`src/rtl/seq_divmod_if.sv`:
```
// Request/response channel of the iterative divider.
//   master : ALU-side controller (drives requests, consumes responses)
//   slave  : divider (accepts requests, produces responses)
// Signals:
//   in_valid/in_ready    request handshake
//   dividend/divisor     request operands, sampled on in_valid && in_ready
//   out_valid/out_ready  response handshake
//   quotient/remainder   response results
//   div_by_zero          response was produced for a zero divisor
interface seq_divmod_if #(
    parameter int unsigned BITS = 8
);
    logic            in_valid;
    logic            in_ready;
    logic [BITS-1:0] dividend;
    logic [BITS-1:0] divisor;
    logic            out_valid;
    logic            out_ready;
    logic [BITS-1:0] quotient;
    logic [BITS-1:0] remainder;
    logic            div_by_zero;

    modport master (
        output in_valid, dividend, divisor, out_ready,
        input  in_ready, out_valid, quotient, remainder, div_by_zero
    );

    modport slave (
        input  in_valid, dividend, divisor, out_ready,
        output in_ready, out_valid, quotient, remainder, div_by_zero
    );
endinterface

```
`src/rtl/seq_divmod.sv`:
```
// Iterative unsigned divider: restoring division, MSB first, one quotient bit
// per clock. A zero divisor skips the iterations and answers on the next cycle
// with quotient = all-ones, remainder = dividend and div_by_zero set.
// Ports:
//   clk    rising-edge clock
//   rst_n  asynchronous active-low reset
//   bus    seq_divmod_if.slave request/response channel
module seq_divmod #(
    parameter int unsigned BITS = 8
) (
    input logic         clk,
    input logic         rst_n,
    seq_divmod_if.slave bus
);

    localparam int unsigned CW = $clog2(BITS);

    localparam logic [1:0] IDLE = 2'd0;
    localparam logic [1:0] RUN  = 2'd1;
    localparam logic [1:0] DONE = 2'd2;

    logic [1:0]      state_q, state_d;
    logic [CW-1:0]   cnt_q;
    logic [BITS-1:0] work_q;     // dividend bits shifting out, quotient bits shifting in
    logic [BITS-1:0] dvs_q;
    logic [BITS-1:0] rem_q;      // partial remainder, always < divisor between steps
    logic [BITS-1:0] quo_q;
    logic [BITS-1:0] rmd_q;
    logic            dbz_q;
    logic            in_ready_q;
    logic            out_valid_q;

    logic            accept_c;
    logic            last_c;
    logic [BITS:0]   r_shift_c;  // extra bit keeps the shifted remainder from overflowing
    logic            ge_c;
    logic [BITS-1:0] r_next_c;
    logic [BITS-1:0] q_next_c;

    // Next state plus one restoring-division step
    always_comb begin
        state_d   = state_q;
        accept_c  = 1'b0;
        last_c    = 1'b0;
        r_shift_c = {rem_q, work_q[BITS-1]};
        ge_c      = (r_shift_c >= {1'b0, dvs_q});
        r_next_c  = ge_c ? BITS'(r_shift_c - {1'b0, dvs_q}) : r_shift_c[BITS-1:0];
        q_next_c  = {work_q[BITS-2:0], ge_c};

        case (state_q)
            IDLE: begin
                if (bus.in_valid) begin
                    accept_c = 1'b1;
                    state_d  = (bus.divisor == '0) ? DONE : RUN;
                end
            end
            RUN: begin
                if (cnt_q == CW'(BITS - 1)) begin
                    last_c  = 1'b1;
                    state_d = DONE;
                end
            end
            DONE: begin
                if (bus.out_ready) begin
                    state_d = IDLE;
                end
            end
            default: state_d = IDLE;
        endcase
    end

    // State, datapath and registered response
    always_ff @(posedge clk or negedge rst_n) begin
        if (!rst_n) begin
            state_q     <= IDLE;
            cnt_q       <= '0;
            work_q      <= '0;
            dvs_q       <= '0;
            rem_q       <= '0;
            quo_q       <= '0;
            rmd_q       <= '0;
            dbz_q       <= 1'b0;
            in_ready_q  <= 1'b1;
            out_valid_q <= 1'b0;
        end else begin
            state_q     <= state_d;
            in_ready_q  <= (state_d == IDLE);
            out_valid_q <= (state_d == DONE);

            if (accept_c) begin
                work_q <= bus.dividend;
                dvs_q  <= bus.divisor;
                rem_q  <= '0;
                cnt_q  <= '0;
                if (bus.divisor == '0) begin
                    quo_q <= '1;
                    rmd_q <= bus.dividend;
                    dbz_q <= 1'b1;
                end
            end else if (state_q == RUN) begin
                work_q <= q_next_c;
                rem_q  <= r_next_c;
                cnt_q  <= cnt_q + CW'(1);
                if (last_c) begin
                    quo_q <= q_next_c;
                    rmd_q <= r_next_c;
                    dbz_q <= 1'b0;
                end
            end
        end
    end

    assign bus.in_ready    = in_ready_q;
    assign bus.out_valid   = out_valid_q;
    assign bus.quotient    = quo_q;
    assign bus.remainder   = rmd_q;
    assign bus.div_by_zero = dbz_q;

endmodule

```
`src/flat_wrapper.sv`:
```
// flat-port wrapper written by rule: the top's interface ports become plain ports
module seq_divmod_flat 
#(
    parameter int unsigned BITS = 8
)
  (clk, rst_n, bus_in_valid, bus_dividend, bus_divisor, bus_out_ready, bus_in_ready, bus_out_valid, bus_quotient, bus_remainder, bus_div_by_zero);
  seq_divmod_if #(.BITS(BITS)) bus_i ();
  input logic clk;
  input logic rst_n;
  input wire logic [$bits(bus_i.in_valid)-1:0] bus_in_valid;
  input wire logic [$bits(bus_i.dividend)-1:0] bus_dividend;
  input wire logic [$bits(bus_i.divisor)-1:0] bus_divisor;
  input wire logic [$bits(bus_i.out_ready)-1:0] bus_out_ready;
  output wire logic [$bits(bus_i.in_ready)-1:0] bus_in_ready;
  output wire logic [$bits(bus_i.out_valid)-1:0] bus_out_valid;
  output wire logic [$bits(bus_i.quotient)-1:0] bus_quotient;
  output wire logic [$bits(bus_i.remainder)-1:0] bus_remainder;
  output wire logic [$bits(bus_i.div_by_zero)-1:0] bus_div_by_zero;
  assign bus_i.in_valid = bus_in_valid;
  assign bus_i.dividend = bus_dividend;
  assign bus_i.divisor = bus_divisor;
  assign bus_i.out_ready = bus_out_ready;
  assign bus_in_ready = bus_i.in_ready;
  assign bus_out_valid = bus_i.out_valid;
  assign bus_quotient = bus_i.quotient;
  assign bus_remainder = bus_i.remainder;
  assign bus_div_by_zero = bus_i.div_by_zero;
  seq_divmod #(.BITS(BITS)) u_core (.clk(clk), .rst_n(rst_n), .bus(bus_i));
endmodule
```
`config.mk`:
```
export PLATFORM = sky130hd
export DESIGN_NAME = seq_divmod_flat
export DESIGN_NICKNAME = d
export VERILOG_FILES = /design/src/rtl/seq_divmod_if.sv /design/src/rtl/seq_divmod.sv /design/src/flat_wrapper.sv
export SDC_FILE = /design/constraint.sdc
export NUM_CORES = 1
export LEC_CHECK = 0
export ABC_AREA = 1
export CAP_MARGIN = 0
export CORE_MARGIN = 4
export CORE_UTILIZATION = 40
export CTS_BUF_LIST = sky130_fd_sc_hd__clkbuf_8 sky130_fd_sc_hd__clkbuf_16
export CTS_CLUSTER_DIAMETER = 150
export CTS_CLUSTER_SIZE = 16
export DETAILED_ROUTE_END_ITERATION = 6
export GPL_TIMING_DRIVEN = 1
export PLACE_DENSITY = 0.67
export RECOVER_POWER = 100
export SETUP_SLACK_MARGIN = 0.05
export SLEW_MARGIN = 15
export SYNTH_ARGS = -nofsm -noshare
export SYNTH_HDL_FRONTEND = slang
export SYNTH_SLANG_ARGS = --single-unit
```
`constraint.sdc`:
```
create_clock -name clk -period 5.3 [get_ports clk]
set_clock_uncertainty 0.05 [all_clocks]
set_input_delay 1.06 -clock clk [delete_from_list [all_inputs] [get_ports clk]]
set_output_delay 1.06 -clock clk [all_outputs]
set_load 0.05 [all_outputs]
```
Word-level counts from Yosys, hierarchy flattened
Index checks and enable logic that the tools add are counted.
{ "classes": {"n_addsub": 2, "n_lt_le_gt_ge": 1, "n_eq_ne": 5, "muxes": 28, "reduce_logical": 6} }
{ "ops": {"columns": ["operator", "count"], "rows": [
  ["$mux W8", 13],
  ["$ge A9 B8 Y1", 1],
  ["$logic_not A8 Y1", 1],
  ["$mux W1", 8],
  ["$mux W2", 4],
  ["$sub A8 B8 Y8", 1],
  ["$mux W3", 2],
  ["$pmux W2 S3", 1],
  ["$eq A2 B2 Y1 const B", 2],
  ["$logic_not A2 Y1", 2],
  ["$reduce_bool A2 Y1", 2],
  ["$add A3 B1 Y3 const B", 1],
  ["$eq A3 B3 Y1 const B", 1],
  ["$reduce_and A3 Y1", 1],
  ["$eq A2 B1 Y1 const B", 1],
  ["$ne A2 B2 Y1 const B", 1]
]} }
{ "totals": {"output_inout_bits": 19, "wordCells": 52, "regBits": 48, "in_bits": 20} }

Logic depth before layout (Yosys ltp)
{ "logic_depth": {"depth_word": 6, "ltp_mapped": 13, "mapped_depth_nobuf": 13} }

Least setup slack after synthesis
OpenSTA, ideal clock, no wires.
{ "synth_path": {"kind": "input to register", "from": "input port bus_divisor[3]", "to": "register u_core.quo_q[1], in the netlist u_core.bus.quotient[1]", "path_stages": 7, "path_slack_ns": 3.181, "required_time_ns": 5.125, "t_arrival_ns": 1.944, "n_path_buf": 1, "setup_time_ns": 0.125, "cell_sequence": "nor2_1 nand3_1 nor2_1 nand2_4 nand2_2 buf_6 mux2_4"} }
{ "synth_via": {"elab_chain_cells": 3} }
{ "synth_rtl": {"columns": ["element", "line", "rtl"], "rows": [
  ["start, declared", "flat_wrapper.sv:12", "input wire logic [$bits(bus_i.divisor)-1:0] bus_divisor;"],
  ["$logic_not A8 Y1", "seq_divmod.sv:95", "if (bus.divisor == '0) begin"],
  ["$ne A2 B2 Y1 (no source line)", null, null],
  ["$reduce_and A3 Y1 (no source line)", null, null],
  ["end signal, assigned", "seq_divmod.sv:105", "quo_q <= q_next_c;"],
  ["end, declared", "seq_divmod.sv:27", "logic [BITS-1:0] quo_q;"]
]} }
Every way passes these cells.
A chain may end at the register's enable or synchronous reset.

Worst setup path in the final report
{ "layout_path": {"from": "input port bus_in_valid", "to": "register u_core.rmd_q[0], in the netlist u_core.bus.remainder[0]"} }
{ "layout_via": {"elab_chain_cells": 4, "elab_cells_between_ends": 7} }
{ "layout_rtl": {"columns": ["element", "line", "rtl"], "rows": [
  ["start, declared", "flat_wrapper.sv:10", "input wire logic [$bits(bus_i.in_valid)-1:0] bus_in_valid;"],
  ["$mux W1 (*)", "seq_divmod.sv:52", "if (bus.in_valid) begin"],
  ["$mux W1 (*)", "seq_divmod.sv:50", "case (state_q)"],
  ["$ne A2 B2 Y1 (no source line) / $reduce_bool A2 Y1 (equally long branches)", null, null],
  ["$reduce_and A3 Y1 (no source line)", null, null],
  ["end signal, assigned", "seq_divmod.sv:97", "rmd_q <= bus.dividend;"],
  ["end signal, assigned", "seq_divmod.sv:106", "rmd_q <= r_next_c;"],
  ["end, declared", "seq_divmod.sv:28", "logic [BITS-1:0] rmd_q;"]
]} }
Mark *: on every way between the ends. The rest lies on a longest branch, timed or not.

==> run_results.csv <==
group,metric,value,unit
yosys,synth-seq-area-share,43.8,%
place,routabilityCongestion,0.935,
layout,final_cells,459,
floorplan,coreArea,6490,um^2
yosys,yosysTopAreaCellShare,42.8,%
sta,setup_ws,1.55,ns
place,place_area,3150,um^2
global_route,grt_max_degree,49,
floorplan,fp-row-count,29,
job,cap_violations,1,
sta,finalSetupViolCount,0,
yosys,synth_area,2750,um^2
yosys,syn_avg_cell_area,7.89,um^2
place,hpwl,4.72,mm
sta,period_share,70.8,%
yosys,syn_nets,379,
yosys,yosys_warnings,0,
drt,avgViaCountPerCell,5.16,
clocking,post_cts_resized,0,
global_route,overflow,0,
worst_setup_path,startpoint_type,"primary input",
clocking,clk_latency,0.30,ns
worst_setup_path,arrival,3.91,ns
sta,whs,0.444,ns
drt,drt_iter0_markers,125,
yosys,yosysTopAreaCell,"dfrtp_1",
sta,fin_setup_tns,0,ns
layout,nets,412,
floorplan,start_util,42.3,%
floorplan,io-pin-count,39,
sta,max_freq,267,MHz
layout,area_growth,18.9,%
place,placedCellCount,451,
floorplan,die_area,8250,um^2
worst_setup_path,crit_path_max_fanout,47,
clocking,cts_root_buf,"clkbuf_8",
drt,wire_per_inst,13.9,um
drt,wirelength,6.38,mm
sta,slew_viol_final,49,
clocking,htreeDepth,2,
global_route,antenna_found_initial,0,
drt,drcViolationCount,0,
worst_setup_path,end_kind,"flip-flop",
clocking,path_clk_slew,0.09,ns
worst_setup_path,critical_path_class,"primary input to flip-flop",
layout,layout_commonest_cell,"nand2_1",
layout,drive_gt1_share,6.81,%
yosys,ys_ff_latch,48,
layout,final_cell_area,3260,um^2
global_route,gr-usage-all-layers,16.2,%
clocking,cts_tree,"done",
floorplan,die_w,90.8,um
layout,antenna_cells,0,
sta,finalHoldViolCount,0,
global_route,first_global_vias,2351,
min_path,hold_path_class,"flip-flop to flip-flop",
sta,worst_slew_pin_slew,2.47,ns
drt,ant_nets,0,
clocking,numCtsBuffers,5,
clocking,clock_path_buffers,2,
status,status,"finished with violations",
yosys,ys_types,35,
sta,min_period,3.75,ns
layout,fin_util,50.2,%
place,dpl_worst_slack,2.03,ns
layout,final_cell_mix,"93 x nand2_1, 51 x inv_1, 47 x dfrtp_1, 26 x nand3_1, 21 x nor2_1",
power,ir_worst_vdd,339,uV
power,p_total,2.23,mW
yosys,syn_inst,348,
floorplan,fp.dieH,90.8,um
drt,vias,2370,
power,p_per_area,683,nW/um^2
sta,rsz0062_at_grt,"false",
place,port_buffers,38,
worst_setup_path,critPathSlowestCell,"clkinvlp_2",
global_route,grt_pass1_wl,11.1,mm
clocking,ctsHoldBuffers,0,
worst_setup_path,required,5.46,ns
sta,relSlewSlack,-64.5,%
worst_setup_path,crit_chain,"dlygate4sd3_1 -> nand3_2 -> buf_4 -> clkinvlp_2 -> nand2_4 -> nand2_2 -> or2_2 -> nand2_1 -> inv_1",
yosys,ys_top_cells_by_area,"dfrtp_1 43%, nand2_1 13%, inv_1 7.0%, nand3_1 4.7%, ha_1 4.6%",
worst_setup_path,slowest_delay,0.67,ns
clocking,clock_sinks,48,
drt,first_pass_iters,4,
clocking,cts_setup_buffers,0,
status,violations,"max-capacitance violations, max-slew violations",
power,p_leak,1.72,nW
-- cells in the mapped netlist --
cell type / n
xnor2_1: 2
clkbuf_1: 1
a31oi_1: 5
inv_4: 1
o32ai_1: 1
nor2_4: 2
nor2_1: 20
or2_2: 3
nand2_1: 93
o22ai_1: 1
o21ai_0: 17
nand4_1: 11
nand2_4: 1
dfrtp_1: 47
a22oi_1: 6
mux2_4: 1
buf_2: 9
or2_0: 5
nand3_1: 26
a21oi_1: 9
buf_6: 2
o211ai_1: 7
inv_2: 2
xor2_1: 1
nand4_2: 1
buf_4: 1
nand2_2: 2
a22o_1: 2
or2_1: 1
fa_1: 1
nor2_2: 2
ha_1: 10
dfstp_2: 1
inv_1: 51
nand3_2: 3
-- path summary, 6_finish.rpt --
kind                                    from                       to  slack (ns)  cells after the start
hold / removal               u_core.dvs_q[5]          u_core.dvs_q[5]        0.44                      2
setup / recovery                bus_in_valid  u_core.bus.remainder[0]        1.55                      9
hold reg to reg              u_core.dvs_q[5]          u_core.dvs_q[5]        0.44                      2
min in group asynchronous              rst_n         u_core.work_q[0]        1.46                      1
max in group asynchronous              rst_n          u_core.rem_q[3]        2.35                      1
setup reg to reg           u_core.state_q[1]  u_core.bus.remainder[0]        2.30                      9
-- area by class of cell --
type                       count  area, um^2
sequential                    48        1200
inverter                      54         204
timing repair buffer          39         382
clock inverter                 1        30.0
clock buffer                   7        96.3
fill                         638        3230
multi-input combinational    233        1250
tap                           77        96.3
-- flip-flops by register name (all words and copies together), names as in the netlist --
register	flops
u_core.bus.quotient	8
u_core.bus.remainder	8
u_core.dvs_q	8
u_core.rem_q	8
u_core.work_q	8
u_core.cnt_q	3
u_core.state_q	2
u_core.bus.div_by_zero	1
u_core.bus.in_ready	1
u_core.bus.out_valid	1
-- critical path, delay by kind of cell --
kind | cells | cell delay [ns]
and+or+nand+nor | 5 | 1.18
buffers and inverters | 4 | 1.66
-- layer usage --
layer,GRT usage [%],vias to the layer above,share of wire (%)
met1,23.5,1099,49
met3,3.00,9,5.3
met4,4.90,0,1.3
li1,-,1191,-
met5,0,-,0
met2,24.5,71,45
-- where the power goes --
part           switching (mW)  internal (mW)
clock network           0.122          0.166
registers              0.0883          0.529
logic                   0.883          0.438
total                    1.09           1.13
-- logic make-up (layout without fill, tap and decap cells) --
| group | count (synthesis) | count (layout) | share of synthesized area (%) |
|---|---|---|---|
| XOR/XNOR | 3 | 3 | 0.957 |
| AO/OA/AOI/OAI | 48 | 48 | 10.6 |
| buffers and inverters | 67 | 101 | 10.3 |
| adder cells (fa/ha/maj) | 11 | 11 | 5.29 |
| AND/OR/NAND/NOR | 170 | 170 | 28.4 |
| multiplexers | 1 | 1 | 0.547 |
| flip-flops | 48 | 48 | 43.8 |
Power figures use the tool's default switching activity.
